File: src/rtl/up_counter.sv
// ----------------------------------------------------------------------------
// up_counter
//
// Purpose:
//   WIDTH-bit synchronous binary up-counter with an active-high count enable
//   and an asynchronous active-low clear. The count advances by one on each
//   rising edge of CLK while Up is high, and wraps modulo 2^WIDTH with no
//   carry-out or terminal-count flag. All bits are held in one register
//   clocked by CLK, so every bit updates on the same edge.
//
// Ports (positional order: clear_b, CLK, Up, A):
//   clear_b : input,  1 bit     - asynchronous clear, active low. While low,
//                                 A is forced to 0 and CLK/Up are ignored.
//   CLK     : input,  1 bit     - system clock, rising-edge active.
//   Up      : input,  1 bit     - count enable, sampled on the rising edge.
//   A       : output, WIDTH bit - current count, driven straight from the
//                                 state register.
// ----------------------------------------------------------------------------
`timescale 1ns/1ps

module up_counter #(
    parameter int WIDTH = 4
) (
    input  logic             clear_b,
    input  logic             CLK,
    input  logic             Up,
    output logic [WIDTH-1:0] A
);

    logic [WIDTH-1:0] count_q;
    logic [WIDTH-1:0] count_d;

    // Next-state value. The add truncates to WIDTH bits, which gives the
    // modulo-2^WIDTH wrap from all-ones back to zero for free.
    always_comb begin
        count_d = count_q;
        if (Up) begin
            count_d = count_q + {{(WIDTH-1){1'b0}}, 1'b1};
        end
    end

    // State register. The clear is in the sensitivity list so that a falling
    // clear_b zeroes the count without waiting for a clock. An edge at which
    // clear_b is still sampled low takes the clear branch, so that edge never
    // counts.
    always_ff @(posedge CLK or negedge clear_b) begin
        if (!clear_b) begin
            count_q <= '0;
        end else begin
            count_q <= count_d;
        end
    end

    assign A = count_q;

endmodule

File: config.mk
export PLATFORM = sky130hd
export DESIGN_NAME = up_counter
export DESIGN_NICKNAME = d
export VERILOG_FILES = /design/src/rtl/up_counter.sv
export SDC_FILE = /design/constraint.sdc
export NUM_CORES = 1
export LEC_CHECK = 0
export BUFFER_PORTS_ARGS = -buffer_cell sky130_fd_sc_hd__buf_2
export CAP_MARGIN = 20
export CORE_AREA = 2 2 39 41
export DETAILED_ROUTE_END_ITERATION = 6
export DIE_AREA = 0 0 41 43
export HOLD_SLACK_MARGIN = 0.15
export PLACE_DENSITY = 0.35
export SETUP_SLACK_MARGIN = 0.2
export SLEW_MARGIN = 20
export SYNTH_ARGS = -nofsm -noshare
export SYNTH_HDL_FRONTEND = slang
export SYNTH_SLANG_ARGS = --single-unit
File: constraint.sdc
create_clock -name CLK -period 1.31 [get_ports CLK]
set_input_delay 0.262 -clock CLK [delete_from_list [all_inputs] [get_ports CLK]]
set_output_delay 0.262 -clock CLK [all_outputs]
set_load 0.01 [all_outputs]
==> results.tsv <==
stage	metric	value	unit
status	status	complete, no violations	
final_layout	Area Overhead vs Synth	51.56	%
timing	clock period minus worst slack	1064	ps
detailed_routing	Post-Route WL	282	um
setup_path	crit end category	register	
setup_path	Crit path buffers/inverters	0	
floorplan	num ports	7	
floorplan	FP Rows	14	
setup_path	Crit path depth	2	
timing	RSZ-0062 raised after global routing	no	
detailed_routing	wire length per cell	7.622	um
setup_path	r2r startpoint	A[1]$_DFFE_PN0P_	
synth	post-synthesis mux area share	7.031	%
synth	Mapped Avg Cell Area	14.56	um2
final_layout	# fillers	151	
setup_path	reg2reg end	A[1]$_DFFE_PN0P_	
synth	fraction of registers with async set/reset	100.0	%
power_and_ir_drop	PwrDens	2485	mW/mm2
timing	Final Hold Vio Count	0	
setup_path	Worst Setup Start Kind	register	
synth	largest family of logic cells by synthesized area	XOR/XNOR gates	
floorplan	Die Span X	41	um
floorplan	Core Box Area	0.001384	mm2
timing	Slew Viols, Final	0	
global_route	largest net degree at the start of global routing	5	
synth	post-synthesis compound-gate area fraction	0	%
setup_path	Setup CP Type	reg -> reg	
synth	Synth area leader	dfrtp_1	
synth	Seq/Total Area, Yosys	62.50	%
setup_path	CP cell instances	ha_1, mux2_2	
synth	synth top area cells	dfrtp_1 (63%), xnor2_1 (11%), ha_1 (7.8%), mux2_2 (7.0%), xor2_1 (5.5%)	
setup_path	Worst Path Max Fanout	4	
setup_path	reg2reg setup slack	250	ps
setup_path	CP max-delay cell	dfrtp_1	
global_route	first-pass GRT wire length	483	um
clock_tree	clk sinks	4	
synth	synth cell count leaders	dfrtp_1 (4), xnor2_1 (2)	
synth	Mapped Nets	15	
synth	post-synthesis cell type count	7	
clock_tree	CTS tree	yes	
synth	share of the synthesized area in the top cell type	62.50	%
detailed_routing	vias	118	
global_route	vias in the first global route	114	
synth	Synth Area in Simple Gates	6.250	%
timing	fmax	0.9395	GHz
setup_path	critical path startpoint	A[1]$_DFFE_PN0P_	
setup_path	R2R depth	2	
global_route	total grt overflow	0	
synth	Top FF cell, synth	dfrtp_1	
synth	post-synthesis cell area	160.2	um2
final_layout	layout cells sized above 1	47.62	%
synth	Syn. warnings	0	
detailed_routing	DR iter-0 viols	5	
final_layout	# diodes	0	
final_layout	final core utilization	17.54	%
placed_design	port bufs	6	
global_route	initial antenna violation count	0	
synth	count leader, synth	dfrtp_1	
timing	Tcrit/Tclk final	81.25	%
timing	Final Skew	1.593	ps
power_and_ir_drop	Pleak	0.1116	nW
timing	post-route setup TNS	0	ps
floorplan	Die ar.	0.001763	mm2
detailed_routing	routed vias/inst	3.189	
clock_tree	CTS Root Cell	clkbuf_4	
synth	Synth Register Bits	4	
floorplan	Vert. Die Dim	43	um
placed_design	RePlAce Congestion	0.5106	
clock_tree	Clock transition at path regs	40	ps
setup_path	WP data arrival	1180	ps
setup_path	max incr delay on CP	400	ps
timing	normalized max-slew margin	89.96	%
placed_design	dpl cell area	210.2	um2
flow_run	Max Cap Viol	0	
synth	Synth Instances	11	
hold_path	Hold Crit Class	in -> reg	
clock_tree	H-tree depth	1	
clock_tree	post_cts resized	0	
placed_design	Place WS	230.0	ps
clock_tree	Skew-Pair Late Insertion Delay	230	ps
clock_tree	Longest Clk Path Bufs	2	
setup_path	Critical Path RT	1420	ps
power_and_ir_drop	Max rail drop VDD	808.5	uV
clock_tree	CTS buffer count	3	
detailed_routing	remaining antenna violation count	0	
final_layout	nets	27	
clock_tree	postcts setup bufs	0	
global_route	GR Util All Layers	4.930	%
setup_path	cell family with most CP delay	flip-flops	
detailed_routing	# DRC	0	
final_layout	Largest register FFs	4	
timing	setup slack after layout	245.6	ps
synth	Post-synth EDFFs	0	
synth	Synth Area in XOR/XNOR	16.41	%
timing	Worst Tran Pin Value	150.6	ps
final_layout	fin area	242.7	um2
detailed_routing	1st-pass router iterations	4	
timing	Final Setup Violations	0	
hold_path	hold depth	2	
setup_path	CP endpoint	A[1]$_DFFE_PN0P_	
floorplan	initial core utilization	11.57	%
synth	adder-cell share of the synthesized area	7.813	%
==> final cells by class <==
type                            count  area, um2  share of cell area (%)
Clock buffer                        3      22.52                   9.278
Tap cell                           16      20.02                   8.247
Timing Repair Buffer                7      40.04                   16.49
Multi-Input combinational cell      7      60.06                   24.74
Sequential cell                     4      100.1                   41.24
==> worst reg2reg max path: stages, from the launching register on <==
cell and delay [ps]:
dfrtp_1 400, ha_1 290, mux2_2 260
==> metal layers <==
metal  global-route usage (%)  vias up  part of all wire, %
met3                    7.853        0                   15
li1                         -       59                    -
met2                    4.063        7                   31
met1                    5.825       52                   54
met5                        0        -                    0
met4                    2.000        0                    0
==> metrics by stage <==
step | instances | total power, W | hold slack, ps
3_3_place_gp | 33 | 0.0004463 | 68.29
2_1_floorplan | 11 | 0.0003679 | -33.59
3_5_place_dp | 33 | 0.0004567 | 71.77
6_report | 37 | 0.0006031 | 274.3
4_1_cts | 37 | 0.0006169 | 264.3
5_1_grt | 37 | 0.0006626 | 279.9
==> repair_timing <==
item / in CTS / in global routing
hold buffers: 1 / 0
endpoints found under the hold margin: 4 / 0
endpoints found under the setup margin: 0 / 1
==> worst min path at each step <==
| stage | start | to |
|---|---|---|
| 3_3_place_gp | clear_b | A[3]$_DFFE_PN0P_ |
| 5_1_grt | Up | A[0]$_DFFE_PN0P_ |
| 3_5_place_dp | clear_b | A[2]$_DFFE_PN0P_ |
| 2_1_floorplan | clear_b | A[0]$_DFFE_PN0P_ |
| 6_report | Up | A[0]$_DFFE_PN0P_ |
| 4_1_cts | Up | A[0]$_DFFE_PN0P_ |
==> layout by cell type, fill, tap and decap left out, drive strengths merged <==
master | netlist | layout
buf | 0 | 6
clkbuf | 0 | 3
dfrtp | 4 | 4
dlygate4sd3 | 0 | 1
ha | 1 | 1
mux2 | 1 | 1
nand2 | 1 | 1
nand4 | 1 | 1
xnor2 | 2 | 2
xor2 | 1 | 1
==> cells by family (layout without fill, tap and decap cells) <==
group | count (synthesis) | in the layout
buf+inv | 0 | 10
flops | 4 | 4
mux | 1 | 1
fa+ha+maj | 1 | 1
xor+xnor | 3 | 3
simple gates | 2 | 2
==> where the power goes <==
| part | internal, W | leakage (nW) | switching (W) |
|---|---|---|---|
| Sequential | 0.000191 | 0.0469 | 0.0000614 |
| Clock | 0.000102 | 0.0138 | 0.0000466 |
| Combinational | 0.000111 | 0.0509 | 0.0000913 |
(Power assumes the default switching activity.)
